==> src/rtl/ps2_kbd_ctrl.sv <==
// PS/2 keyboard responder for the 0xe0000000 dmem window: receives device-to-host
// frames, buffers valid scan codes in a FIFO and serves CPU loads with a one-cycle stall.
module ps2_kbd_ctrl #(
    parameter int          FIFO_AW    = 4,
    parameter int          FILTER_LEN = 8,
    parameter logic [15:0] TIMEOUT    = 16'd50000
) (
    input  logic        clk,
    input  logic        rst,
    input  logic        ps2_clk,
    input  logic        ps2_data,
    input  logic        kbd_sel,
    input  logic        dmem_read_in,
    input  logic        reg_sel,
    output logic [31:0] kbd_data_out,
    output logic        kbd_stall
);

    localparam int DEPTH = 1 << FIFO_AW;
    localparam int FCW   = $clog2(FILTER_LEN + 1);

    typedef enum logic [1:0] {IDLE, RECV, CHECK} state_t;

    // Input conditioning
    logic [1:0]     clk_sync;
    logic [1:0]     data_sync;
    logic           filt;
    logic [FCW-1:0] filt_cnt;
    logic           fall;
    logic           ps2_d;

    assign ps2_d = data_sync[1];

    // NOTE: sequential state is updated with non-blocking assignments so every
    // flop samples the pre-edge value of its neighbours, independent of block order.
    always_ff @(posedge clk or negedge rst) begin
        if (!rst) begin
            clk_sync  <= 2'b11;
            data_sync <= 2'b11;
        end else begin
            clk_sync  <= {clk_sync[0], ps2_clk};
            data_sync <= {data_sync[0], ps2_data};
        end
    end

    // The filtered clock only follows the pin after FILTER_LEN matching samples.
    always_ff @(posedge clk or negedge rst) begin
        if (!rst) begin
            filt     <= 1'b1;
            filt_cnt <= '0;
            fall     <= 1'b0;
        end else begin
            fall <= 1'b0;
            if (clk_sync[1] == filt) begin
                filt_cnt <= '0;
            end else if (filt_cnt == FCW'(FILTER_LEN - 1)) begin
                filt     <= clk_sync[1];
                filt_cnt <= '0;
                fall     <= filt;
            end else begin
                filt_cnt <= filt_cnt + FCW'(1);
            end
        end
    end

    // Receive FSM
    state_t      state, state_nxt;
    logic [3:0]  bitcnt;
    logic [9:0]  shreg;
    logic [15:0] tcnt;
    logic        push_req;
    logic        err_set;

    always_ff @(posedge clk or negedge rst) begin
        if (!rst) state <= IDLE;
        else      state <= state_nxt;
    end

    // NOTE: every output of this block gets a default before the case so no
    // path leaves a signal unassigned, which would otherwise infer a latch.
    always_comb begin
        state_nxt = state;
        push_req  = 1'b0;
        err_set   = 1'b0;
        case (state)
            IDLE: begin
                if (fall && !ps2_d) state_nxt = RECV;
            end
            RECV: begin
                if (tcnt == TIMEOUT) begin
                    err_set   = 1'b1;
                    state_nxt = IDLE;
                end else if (fall && bitcnt == 4'd9) begin
                    state_nxt = CHECK;
                end
            end
            CHECK: begin
                if (shreg[9] && (^shreg[8:0])) push_req = 1'b1;
                else                           err_set  = 1'b1;
                state_nxt = IDLE;
            end
            default: state_nxt = IDLE;
        endcase
    end

    // After ten shifts: [7:0] data, [8] parity, [9] stop.
    always_ff @(posedge clk or negedge rst) begin
        if (!rst) begin
            bitcnt <= '0;
            shreg  <= '0;
            tcnt   <= '0;
        end else begin
            case (state)
                RECV: begin
                    if (fall) begin
                        shreg  <= {ps2_d, shreg[9:1]};
                        bitcnt <= bitcnt + 4'd1;
                        tcnt   <= '0;
                    end else begin
                        tcnt <= tcnt + 16'd1;
                    end
                end
                CHECK: begin
                    bitcnt <= '0;
                    tcnt   <= '0;
                end
                default: begin
                    bitcnt <= '0;
                    shreg  <= '0;
                    tcnt   <= '0;
                end
            endcase
        end
    end

    // Scan-code FIFO
    logic [7:0]         mem [DEPTH];
    logic [FIFO_AW-1:0] wr_ptr, rd_ptr;
    logic [FIFO_AW:0]   count;
    logic               empty, full;
    logic               access, served, fire;
    logic               pop, do_push, ovf_set, clr;
    logic               frame_err, overflow;
    logic [4:0]         cnt5;

    assign empty   = (count == '0);
    assign full    = (count == (FIFO_AW+1)'(DEPTH));
    assign access  = kbd_sel & dmem_read_in;
    assign kbd_stall = access & ~served;
    assign fire    = kbd_stall;
    assign pop     = fire & ~reg_sel & ~empty;
    assign clr     = fire & reg_sel;
    assign do_push = push_req & (~full | pop);
    assign ovf_set = push_req & full & ~pop;
    assign cnt5    = 5'(count);

    // NOTE: the storage array is deliberately not reset; the pointers and count
    // define which entries are valid, so clearing the data would only cost logic.
    always_ff @(posedge clk) begin
        if (do_push) mem[wr_ptr] <= shreg[7:0];
    end

    always_ff @(posedge clk or negedge rst) begin
        if (!rst) begin
            wr_ptr <= '0;
            rd_ptr <= '0;
            count  <= '0;
        end else begin
            if (do_push) wr_ptr <= wr_ptr + FIFO_AW'(1);
            if (pop)     rd_ptr <= rd_ptr + FIFO_AW'(1);
            case ({do_push, pop})
                2'b10:   count <= count + (FIFO_AW+1)'(1);
                2'b01:   count <= count - (FIFO_AW+1)'(1);
                default: count <= count;
            endcase
        end
    end

    // Read handshake; a same-cycle sticky event beats the status-read clear.
    always_ff @(posedge clk or negedge rst) begin
        if (!rst) begin
            served       <= 1'b0;
            frame_err    <= 1'b0;
            overflow     <= 1'b0;
            kbd_data_out <= '0;
        end else begin
            served    <= access;
            frame_err <= err_set | (frame_err & ~clr);
            overflow  <= ovf_set | (overflow & ~clr);
            if (fire) begin
                if (reg_sel)
                    kbd_data_out <= {19'b0, cnt5, 4'b0, overflow, frame_err, full, ~empty};
                else
                    kbd_data_out <= {23'b0, ~empty, empty ? 8'h00 : mem[rd_ptr]};
            end
        end
    end

endmodule

==> config.mk <==
export PLATFORM = sky130hd
export DESIGN_NAME = ps2_kbd_ctrl
export DESIGN_NICKNAME = d
export VERILOG_FILES = /design/src/rtl/ps2_kbd_ctrl.sv
export SDC_FILE = /design/constraint.sdc
export NUM_CORES = 1
export LEC_CHECK = 0
export CORE_ASPECT_RATIO = 2
export CORE_MARGIN = 2
export CORE_UTILIZATION = 35
export CTS_BUF_LIST = sky130_fd_sc_hd__clkbuf_8 sky130_fd_sc_hd__clkbuf_16
export CTS_CLUSTER_SIZE = 10
export DETAILED_ROUTE_END_ITERATION = 16
export HOLD_SLACK_MARGIN = 0.12
export SYNTH_ARGS = -nofsm -noshare
export SYNTH_HDL_FRONTEND = slang
export SYNTH_SLANG_ARGS = --single-unit
==> constraint.sdc <==
create_clock -name clk -period 6.2 [get_ports clk]
set_clock_uncertainty 0.05 [all_clocks]
set_input_delay 1.24 -clock clk [delete_from_list [all_inputs] [get_ports clk]]
set_output_delay 1.24 -clock clk [all_outputs]
set_load 0.01 [all_outputs]
# Word-level counts from Yosys, hierarchy flattened
# Memories as Yosys holds them, arrays and structs flattened.
# Index checks and enable logic that the tools add are counted.
word_totals:
  reg_bits: 90
  ram_bits: 128
  inputBits: 7
  out_inout_bits: 33
  wordCells: 92
  n_memories: 1
classes:
  addsub: 7
  n_eq_ne: 12
  n_mux: 24
  bitwise: 21
  reduce_logical: 11
memory_table:
  columns: ["name", "words", "word_bits", "rd", "rd_clocked_by_memory_dff", "write_ports", "line", "text"]
  rows:
  - ["mem", 16, 8, 1, 0, 1, "137", "logic [7:0] mem [DEPTH];"]
op_table:
  columns: ["operator", "count"]
  rows:
  - ["$mux 16", 2]
  - ["$pmux 10 s2", 1]
  - ["$add 16x1->16 const B", 1]
  - ["$add 4x1->4 const B", 4]
  - ["$eq 16x16->1 const B", 1]
  - ["$mux 4", 4]
  - ["$mux 13", 1]
  - ["$and 1x1->1", 10]
  - ["$mux 10", 1]
  - ["$pmux 5 s2", 1]
  - ["$reduce_xor 9->1", 1]
  - ["$mux 1", 8]
  - ["$mux 8", 1]
  - ["$not 1->1", 8]
  - ["$mux 2", 3]
  - ["$reduce_and 2->1", 3]
  - ["$add 5x1->5 const B", 1]
  - ["$eq 5x5->1 const B", 1]
  - ["$logic_not 5->1", 1]
  - ["$sub 5x1->5 const B", 1]
  - ["$eq 2x1->1 const B", 2]
  - ["$eq 2x2->1 const B", 2]
  - ["$eq 4x3->1 const B", 1]
  - ["$eq 4x4->1 const B", 1]
  - ["other kinds (10)", 15]

# Logic depth before layout (Yosys ltp)
logic_depth:
  word_depth: 8
  depth_mapped: 13
  mapped_depth_nobuf: 13

# Worst setup path before layout
# Ideal clock, no wire load.
synth_timing:
  path_kind: "input -> register"
  startpoint: "input port kbd_sel"
  endpoint: "register count[4] (netlist: cnt5[4])"
  arrival_time_ns: 3.185
  path_slack_ns: 2.885
  path_stages: 13
  cell_sequence: "and2_1 -> nand2b_1 -> clkbuf_1 -> nor3_1 -> buf_2 -> and2_2 -> xor2_1 -> ha_1 -> or3_1 -> a21oi_1 -> nand3_1 -> o31ai_1 -> xnor2_1"
synth_via:
  elab_chain_cells: 8
  word_cells_on_any_way: 10
  cone_classes: "eq/ne (2); mux (1); bitwise (6); reduce/logical (1)"
synth_lines:
  columns: ["item", "line", "text"]
  rows:
  - ["start: declaration", "12", "input logic kbd_sel,"]
  - ["$and 1x1->1 *", "148", "assign access = kbd_sel & dmem_read_in;"]
  - ["$and 1x1->1 *", "149", "assign kbd_stall = access & ~served;"]
  - ["$and 1x1->1 * (2 in series)", "151", "assign pop = fire & ~reg_sel & ~empty;"]
  - ["$or 1x1->1", "153", "assign do_push = push_req & (~full | pop);"]
  - ["$and 1x1->1", "153", null]
  - ["$eq 2x1->1 / $eq 2x2->1 (equally long branches)", "171", "case ({do_push, pop})"]
  - ["$pmux 5 s2 / $reduce_bool 2->1 (equally long branches)", null, null]
  - ["end signal: assignment", "172", "2'b10: count <= count + (FIFO_AW+1)'(1);"]
  - ["end signal: assignment", "173", "2'b01: count <= count - (FIFO_AW+1)'(1);"]
  - ["end signal: assignment", "174", "default: count <= count;"]
  - ["end: declaration", "139", "logic [FIFO_AW:0] count;"]
# Mark *: on every way between the ends. The rest lies on a longest branch, timed or not.
# A chain may end at the register's enable or synchronous reset.

# Worst setup path in the final report
layout_timing:
  startpoint: "input port kbd_sel"
  endpoint: "output port kbd_stall"
layout_via:
  elab_chain_cells: 2
layout_lines:
  columns: ["item", "line", "text"]
  rows:
  - ["$and 1x1->1", "148", null]
  - ["named net access", "141", "logic access, served, fire;"]
  - ["$and 1x1->1", "149", null]
  - ["end: declaration", "16", "output logic kbd_stall"]
# The timed path passes the listed nets, and every way through them passes these cells.

==> run metrics <==
status=completed; flops & latches, synth=199; clk sinks=199; HPWL Detailed=12.43 mm; Vias/cell=between 5 and 6; WL per Instance=20.19 um; share of layout cells above drive strength 1=16.52%; Yosys top cell by area=edfxtp_1; required time worst endpoint=around 5 ns; Resized cells post-CTS=0; ANT cells=0; mean post-synth cell area=roughly 16 um^2; Syn Inst Count=529; Buf+Inv Stages, Crit Path=3; CP cell instances=clkdlybuf4s50_1 > and2_1 > nand2b_1 > clkinv_1 > clkdlybuf4s50_1; final setup violation count=0; slowest CP cell=clkdlybuf4s50_1; # fillers=2143; Hold Crit Class=reg2reg; DIE AREA=0.02540 mm^2; global-route wire length before repair=26.99 mm; worst-skew pair later-pin latency=roughly 0.43 ns; fin nets=579; crit start category=input pin; Area Growth Syn to Fin=11.93%; largest net degree at the start of global routing=72; Final min period=4.603 ns; multi-input logic area=0.002587 mm^2; sequential share of the synthesized area=66.80%; worst rel slew slack=33.29%; leak pwr=0.003463 uW; Critical Path Fanout Max=17; WL final=~17 mm; worst path arrival time=approximately 3.3 ns; clk root buf=clkbuf_16; Yosys top cell area share=45.63%; Buffers on Ports=20; DRT Pass-1 Iters=5; DR vias=4398; asr flop ratio synth=about 36%; Max Cap Viol=0; RSZ-0062 raised after global routing=no; setup total negative slack=0 ns; hold buffer count at CTS=0; Reg area=0.005628 mm^2; CP dominant cell by count=clkdlybuf4s50_1; postcts setup bufs=0; Syn Std Cell Area=0.008423 mm^2; antenna violations before repair=0; yosys warns=0; Max Freq=217.3 MHz; Setup CP Type=in2out; core footprint=0.02372 mm^2; CTS tree=yes; Die Ht=between 200 and 250 um; row count=80; io pins=40; cell family with the largest share of critical-path delay=buffers and inverters; antenna viol nets, final=0; DRC Markers=0; dpl cell area=0.008877 mm^2; gpl congestion=0.8134; Die Wd=113.7 um; design area=roughly 0.0094 mm^2; initial DRC count=331; Hold Vio Cnt, Final=0; CP Capture Type=output pin; CTS Buf Count=17; Max Slew Vio Count=0; Worst IR Drop VDD=0.0001940 V; total track usage=14.43%; Pwr Density=318.4 mW/mm^2; post-synthesis cell type count=53; Main synth FF type=edfxtp_1; most common library cells after synthesis=128 x edfxtp_1, 66 x dfrtp_1, 40 x mux4_2; Worst-path clk slew=around 0.070 ns; worst-margin pin slew=around 1 ns; most common cell in the netlist=edfxtp_1; top area cells in the synthesized netlist=edfxtp_1 46%, dfrtp_1 20%, mux4_2 11%, ha_1 2.2%, buf_4 1.8%; period utilization=74.23%; crit-path max cell delay=0.59 ns; grt ovf=0; vias in the first global route=roughly 4800; maximum clock insertion buffer count=2; Post-synth EDFFs=128; initial core utilization=a little over a third; H-Tree Depth=4
power by group:
part           internal [uW]  total [uW]  switching [uW]
Clock                    555        1040             489
Combinational            197         401             204
Sequential              1460        1560            96.3
path summary, 6_finish.rpt:
path                                       startpoint  depth (start not counted)  slack, ns                           to
min in group asynchronous                         rst                          1       0.86  kbd_data_out[1]$_DFFE_PN0N_
worst min-delay path            clk_sync[0]$_DFF_PN1_                          0       0.31        clk_sync[1]$_DFF_PN1_
worst min register to register  clk_sync[0]$_DFF_PN1_                          0       0.31        clk_sync[1]$_DFF_PN1_
worst max-delay path                          kbd_sel                          5       1.60                    kbd_stall
max in group asynchronous                         rst                          1       4.61        filt_cnt[2]$_DFF_PN0_
worst max register to register   shreg[4]$_DFFE_PN0P_                          6       2.51         mem[15][6]$_DFFE_PP_
sequential cells by signal (all words and copies together), names as in the netlist:
name,flops
shreg,10
kbd_data_out,13
rd_ptr,4
state,2
bitcnt,4
fall,1
filt,1
mem,128
filt_cnt,4
tcnt,16
wr_ptr,4
served,1
cnt5,5
data_sync,2
clk_sync,2
frame_err,1
overflow,1
routing by layer:
metal | vias to the layer above | share of wire [%] | global-route usage (%)
met3 | 27 | 2.6 | 2.852
li1 | 2013 | - | -
met2 | 89 | 59 | 27.80
met1 | 2269 | 34 | 13.84
met5 | - | 0 | 0
met4 | 0 | 4.6 | 8.065
worst register-to-register path: cells and delay by family, from the launching register on:
family                    cells  cell delay, ns
DFF                           1            0.80
buffers and inverters         1            0.28
and+or+nand+nor               1            0.88
xor gates and xnor gates      3            0.99
AOI/OAI and AO/OA             1            0.40
placed cells by master (no fill, tap or decap), types with 5 or more instances in the layout:
master	n
nor3_1	9
nor2_1	31
nor4_1	6
nand4_1	5
dfstp_2	5
conb_1	19
a22o_1	16
mux4_2	40
or3_1	9
nand2_1	33
dfrtp_1	65
edfxtp_1	128
xnor2_1	16
clkdlybuf4s50_1	19
nand3_1	10
and2_1	17
xor2_1	11
a21oi_1	12
buf_4	8
o21ai_0	9
clkbuf_16	17
ha_1	15
inv_1	14
through the flow:
| stage | instances | worst slack (ns) | util (%) | power, uW | hold slack, ns |
|---|---|---|---|---|---|
| floorplan | 547 | 2.885 | - | 1869 | 0.2952 |
| global placement | 825 | 1.656 | 37.42 | 1978 | 0.2989 |
| detailed placement | 825 | 1.590 | 37.42 | 1993 | 0.2969 |
| CTS | 856 | 1.579 | 39.74 | 3032 | 0.3067 |
| finish | 856 | 1.597 | 39.74 | 3002 | 0.3066 |
| global route | 856 | 1.454 | 39.74 | 3131 | 0.3101 |
kinds of logic after synthesis:
| group | after synthesis | share of synthesized area (%) |
|---|---|---|
| mux | 47 | 11.72 |
| buf+inv | 50 | 3.283 |
| flops | 199 | 66.80 |
| other cells | 1 | 0.04452 |
| xor+xnor | 29 | 3.357 |
| simple gates | 137 | 8.304 |
| compound gates | 51 | 4.263 |
| fa+ha+maj | 15 | 2.228 |
layout make-up:
type                            count  share of cell area, %
Multi-Input combinational cell    298                  27.45
Tap cell                          287                  3.809
Inverter                           14                 0.5574
Sequential cell                   199                  59.69
Clock inverter                     14                  1.327
Timing Repair Buffer               27                  2.654
Clock buffer                       17                  4.512
No activity file was read; power rests on OpenSTA's default activity.
